File: config.mk
export PLATFORM = sky130hd
export DESIGN_NAME = sdram_mem_loader_flat
export DESIGN_NICKNAME = d
export VERILOG_FILES = /design/src/rtl/sdram_mem_loader_pkg.sv /design/src/rtl/sdram_mem_loader_if.sv /design/src/rtl/loader_xsum.sv /design/src/rtl/sdram_mem_loader.sv /design/src/flat_wrapper.sv
export SDC_FILE = /design/constraint.sdc
export NUM_CORES = 1
export LEC_CHECK = 0
export BUFFER_PORTS_ARGS = -buffer_cell sky130_fd_sc_hd__buf_2
export CAP_MARGIN = 0
export CORE_MARGIN = 2
export CORE_UTILIZATION = 35
export DETAILED_ROUTE_END_ITERATION = 10
export PLACE_DENSITY_LB_ADDON = 0.3
export SYNTH_ARGS = -nofsm -noshare
export SYNTH_HDL_FRONTEND = slang
export SYNTH_SLANG_ARGS = --single-unit
File: constraint.sdc
create_clock -name clk -period 5.6 [get_ports clk]
set_input_delay 0.84 -clock clk [delete_from_list [all_inputs] [get_ports clk]]
set_output_delay 0.84 -clock clk [all_outputs]
set_load 0.01 [all_outputs]
File: src/rtl/sdram_mem_loader_pkg.sv
// rtl/sdram_mem_loader_pkg.sv - shared types, default widths and helpers for the SDRAM memory loader
package sdram_mem_loader_pkg;

    typedef enum logic [2:0] {
        ST_IDLE,
        ST_REQ,
        ST_READ,
        ST_WRITE,
        ST_DONE
    } state_t;

    localparam int DEF_DATA_W   = 128;
    localparam int DEF_SDRAM_AW = 22;
    localparam int DEF_MEM_AW   = 9;
    localparam int DEF_NUM_CH   = 4;

    // A single-channel build still needs a 1-bit channel select.
    function automatic int ch_width(input int n);
        return (n > 1) ? $clog2(n) : 1;
    endfunction

endpackage

File: src/rtl/sdram_mem_loader_if.sv
// rtl/sdram_mem_loader_if.sv - command, SDRAM read and memory write signals (chksum under SDRAM_MEM_LOADER_CHKSUM_EN)
interface sdram_mem_loader_if #(
    parameter int DATA_W   = sdram_mem_loader_pkg::DEF_DATA_W,
    parameter int SDRAM_AW = sdram_mem_loader_pkg::DEF_SDRAM_AW,
    parameter int MEM_AW   = sdram_mem_loader_pkg::DEF_MEM_AW,
    parameter int NUM_CH   = sdram_mem_loader_pkg::DEF_NUM_CH
);
    localparam int CH_W = sdram_mem_loader_pkg::ch_width(NUM_CH);

    logic                start;
    logic [SDRAM_AW-1:0] cmd_src;
    logic [MEM_AW-1:0]   cmd_dst;
    logic [MEM_AW:0]     cmd_len;
    logic [CH_W-1:0]     cmd_ch;
    logic                ready;
    logic                done;
    logic                err;

    logic                sdram_wait;
    logic                sdram_rd;
    logic [SDRAM_AW-1:0] sdram_addr;
    logic                sdram_ack;
    logic [DATA_W-1:0]   sdram_rdata;

    logic [NUM_CH-1:0]   mem_wr;
    logic [MEM_AW-1:0]   mem_addr;
    logic [DATA_W-1:0]   mem_data;
`ifdef SDRAM_MEM_LOADER_CHKSUM_EN
    logic [DATA_W-1:0]   chksum;
`endif

    modport master (
        input  start, cmd_src, cmd_dst, cmd_len, cmd_ch,
        input  sdram_wait, sdram_ack, sdram_rdata,
        output ready, done, err,
        output sdram_rd, sdram_addr,
        output mem_wr, mem_addr, mem_data
`ifdef SDRAM_MEM_LOADER_CHKSUM_EN
        , output chksum
`endif
    );

    modport slave (
        output start, cmd_src, cmd_dst, cmd_len, cmd_ch,
        output sdram_wait, sdram_ack, sdram_rdata,
        input  ready, done, err,
        input  sdram_rd, sdram_addr,
        input  mem_wr, mem_addr, mem_data
`ifdef SDRAM_MEM_LOADER_CHKSUM_EN
        , input chksum
`endif
    );

endinterface

File: src/rtl/loader_xsum.sv
// rtl/loader_xsum.sv - XOR accumulator over written words, used only under SDRAM_MEM_LOADER_CHKSUM_EN
module loader_xsum #(
    parameter int W = 128
) (
    input  logic         clk,
    input  logic         reset,
    input  logic         clear,
    input  logic         en,
    input  logic [W-1:0] din,
    output logic [W-1:0] sum
);

    always_ff @(posedge clk or posedge reset) begin
        if (reset) begin
            sum <= '0;
        end else if (clear) begin
            sum <= '0;
        end else if (en) begin
            sum <= sum ^ din;
        end
    end

endmodule

File: src/rtl/sdram_mem_loader.sv
// rtl/sdram_mem_loader.sv - command-driven SDRAM to on-chip memory copy engine (option: SDRAM_MEM_LOADER_CHKSUM_EN)
module sdram_mem_loader
    import sdram_mem_loader_pkg::*;
#(
    parameter int DATA_W   = DEF_DATA_W,
    parameter int SDRAM_AW = DEF_SDRAM_AW,
    parameter int MEM_AW   = DEF_MEM_AW,
    parameter int NUM_CH   = DEF_NUM_CH
) (
    input logic                clk,
    input logic                reset,
    sdram_mem_loader_if.master bus
);
    localparam int              CH_W    = ch_width(NUM_CH);
    localparam logic [MEM_AW:0] LEN_ONE = (MEM_AW + 1)'(1);

    state_t              state;
    state_t              state_nx;
    logic [SDRAM_AW-1:0] src_q;
    logic [MEM_AW-1:0]   dst_q;
    logic [MEM_AW:0]     rem_q;
    logic [CH_W-1:0]     ch_q;
    logic [DATA_W-1:0]   data_q;
    logic                err_q;
    logic                ch_bad;
    logic                accept;

    // Widened compare stays meaningful when NUM_CH is not a power of two.
    assign ch_bad = (32'(bus.cmd_ch) >= NUM_CH);
    assign accept = (state == ST_IDLE) && bus.start && !ch_bad;

    always_ff @(posedge clk or posedge reset) begin
        if (reset) begin
            state <= ST_IDLE;
        end else begin
            state <= state_nx;
        end
    end

    always_comb begin
        state_nx     = state;
        bus.ready    = 1'b0;
        bus.done     = 1'b0;
        bus.sdram_rd = 1'b0;
        bus.mem_wr   = '0;
        case (state)
            ST_IDLE: begin
                bus.ready = 1'b1;
                if (bus.start && !ch_bad) begin
                    state_nx = (bus.cmd_len == '0) ? ST_DONE : ST_REQ;
                end
            end
            ST_REQ: begin
                if (!bus.sdram_wait) begin
                    state_nx = ST_READ;
                end
            end
            ST_READ: begin
                bus.sdram_rd = 1'b1;
                if (bus.sdram_ack) begin
                    state_nx = ST_WRITE;
                end
            end
            ST_WRITE: begin
                for (int i = 0; i < NUM_CH; i++) begin
                    bus.mem_wr[i] = (ch_q == CH_W'(i));
                end
                state_nx = (rem_q == LEN_ONE) ? ST_DONE : ST_REQ;
            end
            ST_DONE: begin
                bus.done = 1'b1;
                state_nx = ST_IDLE;
            end
            default: state_nx = ST_IDLE;
        endcase
    end

    always_ff @(posedge clk or posedge reset) begin
        if (reset) begin
            src_q  <= '0;
            dst_q  <= '0;
            rem_q  <= '0;
            ch_q   <= '0;
            data_q <= '0;
            err_q  <= 1'b0;
        end else begin
            err_q <= (state == ST_IDLE) && bus.start && ch_bad;
            if (accept) begin
                src_q <= bus.cmd_src;
                dst_q <= bus.cmd_dst;
                rem_q <= bus.cmd_len;
                ch_q  <= bus.cmd_ch;
            end
            if ((state == ST_READ) && bus.sdram_ack) begin
                data_q <= bus.sdram_rdata;
            end
            // Addresses wrap naturally at their register widths.
            if (state == ST_WRITE) begin
                src_q <= src_q + SDRAM_AW'(1);
                dst_q <= dst_q + MEM_AW'(1);
                rem_q <= rem_q - LEN_ONE;
            end
        end
    end

    assign bus.err        = err_q;
    assign bus.sdram_addr = src_q;
    assign bus.mem_addr   = dst_q;
    assign bus.mem_data   = data_q;

`ifdef SDRAM_MEM_LOADER_CHKSUM_EN
    loader_xsum #(
        .W(DATA_W)
    ) u_xsum (
        .clk   (clk),
        .reset (reset),
        .clear (accept),
        .en    (state == ST_WRITE),
        .din   (data_q),
        .sum   (bus.chksum)
    );
`endif

endmodule
File: src/flat_wrapper.sv
// flat-port wrapper written by rule: the top's interface ports become plain ports
module sdram_mem_loader_flat import sdram_mem_loader_pkg::*;
#(
    parameter int DATA_W   = DEF_DATA_W,
    parameter int SDRAM_AW = DEF_SDRAM_AW,
    parameter int MEM_AW   = DEF_MEM_AW,
    parameter int NUM_CH   = DEF_NUM_CH
)
  (clk, reset, bus_start, bus_cmd_src, bus_cmd_dst, bus_cmd_len, bus_cmd_ch, bus_sdram_wait, bus_sdram_ack, bus_sdram_rdata, bus_ready, bus_done, bus_err, bus_sdram_rd, bus_sdram_addr, bus_mem_wr, bus_mem_addr, bus_mem_data);
  sdram_mem_loader_if #(.DATA_W(DATA_W), .SDRAM_AW(SDRAM_AW), .MEM_AW(MEM_AW), .NUM_CH(NUM_CH)) bus_i ();
  input logic clk;
  input logic reset;
  input wire logic [$bits(bus_i.start)-1:0] bus_start;
  input wire logic [$bits(bus_i.cmd_src)-1:0] bus_cmd_src;
  input wire logic [$bits(bus_i.cmd_dst)-1:0] bus_cmd_dst;
  input wire logic [$bits(bus_i.cmd_len)-1:0] bus_cmd_len;
  input wire logic [$bits(bus_i.cmd_ch)-1:0] bus_cmd_ch;
  input wire logic [$bits(bus_i.sdram_wait)-1:0] bus_sdram_wait;
  input wire logic [$bits(bus_i.sdram_ack)-1:0] bus_sdram_ack;
  input wire logic [$bits(bus_i.sdram_rdata)-1:0] bus_sdram_rdata;
  output wire logic [$bits(bus_i.ready)-1:0] bus_ready;
  output wire logic [$bits(bus_i.done)-1:0] bus_done;
  output wire logic [$bits(bus_i.err)-1:0] bus_err;
  output wire logic [$bits(bus_i.sdram_rd)-1:0] bus_sdram_rd;
  output wire logic [$bits(bus_i.sdram_addr)-1:0] bus_sdram_addr;
  output wire logic [$bits(bus_i.mem_wr)-1:0] bus_mem_wr;
  output wire logic [$bits(bus_i.mem_addr)-1:0] bus_mem_addr;
  output wire logic [$bits(bus_i.mem_data)-1:0] bus_mem_data;
  assign bus_i.start = bus_start;
  assign bus_i.cmd_src = bus_cmd_src;
  assign bus_i.cmd_dst = bus_cmd_dst;
  assign bus_i.cmd_len = bus_cmd_len;
  assign bus_i.cmd_ch = bus_cmd_ch;
  assign bus_i.sdram_wait = bus_sdram_wait;
  assign bus_i.sdram_ack = bus_sdram_ack;
  assign bus_i.sdram_rdata = bus_sdram_rdata;
  assign bus_ready = bus_i.ready;
  assign bus_done = bus_i.done;
  assign bus_err = bus_i.err;
  assign bus_sdram_rd = bus_i.sdram_rd;
  assign bus_sdram_addr = bus_i.sdram_addr;
  assign bus_mem_wr = bus_i.mem_wr;
  assign bus_mem_addr = bus_i.mem_addr;
  assign bus_mem_data = bus_i.mem_data;
  sdram_mem_loader #(.DATA_W(DATA_W), .SDRAM_AW(SDRAM_AW), .MEM_AW(MEM_AW), .NUM_CH(NUM_CH)) u_core (.clk(clk), .reset(reset), .bus(bus_i));
endmodule
* Yosys cells after proc, flatten, opt, wreduce, memory -nomap -nowiden
Index checks and enable logic that the tools add are counted.
** Cells by class
- $add $sub $neg :: 3
- Equality and inequality tests :: 11
- Multiplexer cells :: 16
- Reduce and logical (&&, ||, !) cells :: 7
** Operators with widths (count)
- $mux W22 :: 2
- $add A22 B1 Y22 const B :: 1
- $mux W10 :: 2
- $mux W9 :: 2
- $mux W3 :: 5
- $pmux W3 S4 :: 1
- $eq A10 B1 Y1 const B :: 1
- $logic_not A10 Y1 :: 1
- $sub A10 B1 Y10 const B :: 1
- $add A9 B1 Y9 const B :: 1
- $eq A3 B2 Y1 const B :: 2
- $ne A2 B2 Y1 const B :: 3
- $eq A2 B2 Y1 const B :: 2
- $mux W4 :: 1
- $eq A3 B1 Y1 const B :: 1
- $eq A3 B3 Y1 const B :: 1
- $logic_not A3 Y1 :: 1
- $mux W1 :: 3
- $reduce_and A3 Y1 :: 1
- $eq A2 B1 Y1 const B :: 1
- $logic_and A1 B1 Y1 :: 2
- $logic_not A2 Y1 :: 1
- $reduce_bool A2 Y1 :: 1
** Storage, ports and cells
- Register bits after elaboration :: 174
- Bits of input ports :: 176
- Logic and storage cells :: 43

* Logic depth before layout (Yosys ltp)
- Depth after elaboration :: 4
- Gate-level depth with buffers :: 7

* Least setup slack after synthesis
No wires, ideal clock.
- Path type :: register to output
- Start point :: register u_core.state[0]
- End point :: output bus_mem_wr[1]
- Data arrival time :: 1.509 ns
- Required time :: 4.760 ns
- Setup slack :: 3.251 ns
- Stages on the path, launching flop included :: 7
- Path buffers :: 3
- Cell sequence :: dfrtp_1 -> clkbuf_1 -> and3b_1 -> buf_2 -> clkbuf_1 -> nand2_1 -> nor2_1
** On the way
- Cells in the longest elaborated chain, start to end :: 2
** Ends and longest elaborated chain
- start: declaration :: line sdram_mem_loader.sv:17 : state_t state;
- start signal: assignment :: line sdram_mem_loader.sv:36 : state <= state_nx;
- $eq A3 B2 Y1 :: line sdram_mem_loader.sv:46 : case (state)
- $mux W4 :: line sdram_mem_loader.sv:46
- end: declaration :: line flat_wrapper.sv:26 : output wire logic [$bits(bus_i.mem_wr)-1:0] bus_mem_wr;
No other way between the ends.

* Worst setup path in the final report
- Start point :: register u_core.state[0]
- End point :: register u_core.data_q[39], in the netlist u_core.bus.mem_data[39]
** On the way
- Cells in the longest elaborated chain, start to end :: 2
** Ends and longest elaborated chain
- $eq A3 B2 Y1 :: line sdram_mem_loader.sv:94 : if ((state == ST_READ) && bus.sdram_ack) begin
- $logic_and A1 B1 Y1 :: line sdram_mem_loader.sv:94
- end signal: assignment :: line sdram_mem_loader.sv:95 : data_q <= bus.sdram_rdata;
- end: declaration :: line sdram_mem_loader.sv:23 : logic [DATA_W-1:0] data_q;
No other way between the ends.
A chain may end at the register's enable or synchronous reset.

==> summary.md <==
| Metric | Value |
|---|---|
| Status | `complete, no violations` |
| Worst Path Required | `5910 ps` |
| Full die area | `22400 sq um` |
| Root buf cell | `clkbuf_16` |
| Syn Area/Cell | `12.9 sq um` |
| # hold bufs at CTS | `0` |
| Pins Over Slew Limit | `0` |
| H-tree depth | `4` |
| Post-CTS Resized | `0` |
| Top delay family on crit path | `simple AND/OR/NAND/NOR gates` |
| Residual DRC | `0` |
| RSZ-0062 raised after global routing | `false` |
| Final hold vios | `0` |
| Actual slew at the worst max-slew pin | `1040 ps` |
| Library cells used by synthesis | `57` |
| Post-Syn Instances | `573` |
| Max Freq | `350 MHz` |
| Non-filler instance count after layout | `1199` |
| VDD IR max | `0.223 mV` |
| Crit. End Element | `flop` |
| CTS buffer count | `17` |
| GP Congestion | `0.769` |
| Final setup viols | `0` |
| Synth async-reset ratio | `1.00` |
| Core area | `20900 sq um` |
| Final nets | `1086` |
| Later-pin clock latency in the skew report | `430 ps` |
| Fillcell total | `1953` |
| Vias in the first global route | `5626` |
| Largest net degree at the start of global routing | `113` |
| PortBufs | `341` |
| WS Path Type | `flop to flop` |
| Power per Cell Area | `583 nW/um^2` |
| Syn. warnings | `0` |
| GRT Total Usage | `0.175` |
| P&R area growth vs syn | `35.4%` |
| Die H | `150 um` |
| Max_cap viols | `0` |
| DR vias/cell | `4.91` |
| Initial DRC count | `253` |
| Buf/Inv on CP | `1` |
| # placed instances | `1162` |
| Die W | `150 um` |
| Remaining Overflow, GRT | `0` |
| WL per Instance | `17.1 um` |
| Critical Path Max Stage Delay | `820 ps` |
| Synth Cell Area | `7410 sq um` |
| IO Pins | `343` |
| EDFF count, synth | `0` |
| P_leak | `4.75 nW` |
| Area leader, netlist | `dfrtp_1` |
| Placed wire-length estimate | `15000 um` |
| Std cell rows | `53` |
| Clock Pin Slew Worst Setup and Hold Paths | `80 ps` |
| Multi-input gate area | `2900 sq um` |
| Syn Nets | `753` |
| First-pass GRT wire length | `30400 um` |
| Seq/Total Area, Yosys | `0.587` |
| Register area | `4350 sq um` |
| Crit-path max FO | `75` |
| Top FF cell, synth | `dfrtp_1` |
| Setup Skew | `13.4 ps` |
| Yosys reg bits | `174` |
| Initial core utilization | `0.355` |
| Max-slew headroom | `0.306` |
| Synth top area cells | `dfrtp_1 (59%), mux2_2 (19%), nand2_1 (1.8%), nor2_1 (1.5%), buf_2 (1.4%)` |
| CP cell instances | `nand2b_1 > nor2_1 > and2_4 > buf_4 > mux2_2` |
| Clock buffer depth | `2` |
| Final ANT Viol Nets | `0` |
| DRT Pass-1 Iters | `4` |
| Initial antenna violation count | `5` |
| Routed vias | `5885` |
| Clock sink count | `174` |
| CP startpoint kind | `flop` |
| Period minus WS final | `2860 ps` |
| Worst path slowest cell | `and2_4` |
| Worst Path Arrival | `3170 ps` |
| Hold Crit Class | `input pin to asynchronous set/reset pin` |
| Post-CTS setup buffers | `0` |
| Fin crit share | `0.511` |
| CTS tree | `yes` |
| Share of the synthesized area in the top cell type | `0.587` |
| Drt total wl | `20500 um` |
| Setup TNS | `0 ps` |
| Fraction of layout cells with a size suffix above 1 | `0.570` |
## per-layer routing
layer | track usage | vias up | wire (um)
met2 | 0.281 | 250 | 9910
met4 | 0.0738 | 0 | 361
met3 | 0.0555 | 25 | 1830
met5 | 0 | - | 0
met1 | 0.220 | 2815 | 8390
li1 | - | 2795 | -
## kinds of logic (layout without fill, tap and decap cells)
family          Yosys count  count (layout)  synth area share
other cells               1               6          0.000506
compound gates           87              87            0.0825
mux                     130             130             0.197
buf+inv                  38             384            0.0233
simple gates            139             139             0.102
fa+ha+maj                 4               4           0.00675
flops                   174             174             0.587
## registers in the layout, indices dropped and copies added (netlist names)
name / flops
u_core.bus.mem_addr: 9
u_core.bus.mem_data: 128
u_core.bus.sdram_addr: 22
u_core.rem_q: 10
u_core.ch_q: 2
u_core.state: 3
## cell type report
type / instances / area share
antenna: 5 / 0.00125
clock buffer: 17 / 0.0424
clock inverter: 15 / 0.0222
inverter: 6 / 0.00274
multi-input combinational: 361 / 0.289
sequential: 174 / 0.434
tap: 275 / 0.0343
timing repair buffer: 346 / 0.175
## cells in the mapped netlist (all sizes together), types with 3 or more instances
master  instances
dfrtp         174
a21oi          18
and4            4
a211oi          8
o21ai          12
clkbuf          9
nand2          37
nand3          18
a211o           4
o211ai          7
or3             4
a311oi          7
a221o           4
a31oi           6
o22ai           4
inv             6
o311ai          6
nand4           6
and2            3
ha              4
mux2          128
nor2           29
buf            23
or4             5
nor3           13
nor4            7
## placed cells by master, fill, tap and decap left out, drive strengths merged, types with 7 or more instances in the layout
cell | netlist | final
nor3 | 13 | 13
buf | 23 | 346
a211oi | 8 | 8
a311oi | 7 | 7
o21ai | 12 | 12
nor2 | 29 | 29
a21oi | 18 | 18
inv | 6 | 12
nand2 | 37 | 37
dfrtp | 174 | 174
clkbuf | 9 | 17
o211ai | 7 | 7
nor4 | 7 | 7
mux2 | 128 | 128
nand3 | 18 | 18
## report_power, final
part / internal [mW] / switching, mW / total, mW
clock: 0.694 / 0.591 / 1.29
combinational: 1.09 / 1.14 / 2.23
sequential: 1.88 / 0.450 / 2.33
## metrics by stage
step | instance area (sq um) | utilization | hold slack [ps] | setup WS [ps] | power, mW
after floorplan | 7410 | - | 459 | 43.2 | 3.63
after global placement | 9380 | 0.449 | 478 | 2790 | 4.54
after detailed placement | 9380 | 0.449 | 490 | 2750 | 4.62
after CTS | 10000 | 0.480 | 487 | 2750 | 5.92
after global routing | 10000 | 0.481 | 510 | 2580 | 6.24
final | 10000 | 0.481 | 469 | 2740 | 5.85
## final timing paths
kind | startpoint | to | slack, ps | depth (start not counted)
min in group clk | u_core.rem_q[9]$_DFFE_PP0P_ | u_core.rem_q[9]$_DFFE_PP0P_ | 500 | 1
worst min-delay path | reset | u_core.bus.mem_data[105]$_DFFE_PP0P_ | 470 | 2
max in group asynchronous | reset | u_core.bus.mem_data[25]$_DFFE_PP0P_ | 4090 | 3
worst max register to register | u_core.state[0]$_DFFE_PP0P_ | u_core.bus.mem_data[39]$_DFFE_PP0P_ | 2740 | 5
worst min register to register | u_core.rem_q[9]$_DFFE_PP0P_ | u_core.rem_q[9]$_DFFE_PP0P_ | 500 | 1
worst max-delay path | u_core.state[0]$_DFFE_PP0P_ | u_core.bus.mem_data[39]$_DFFE_PP0P_ | 2740 | 5
Note: power is estimated with default switching activity, not from simulation.
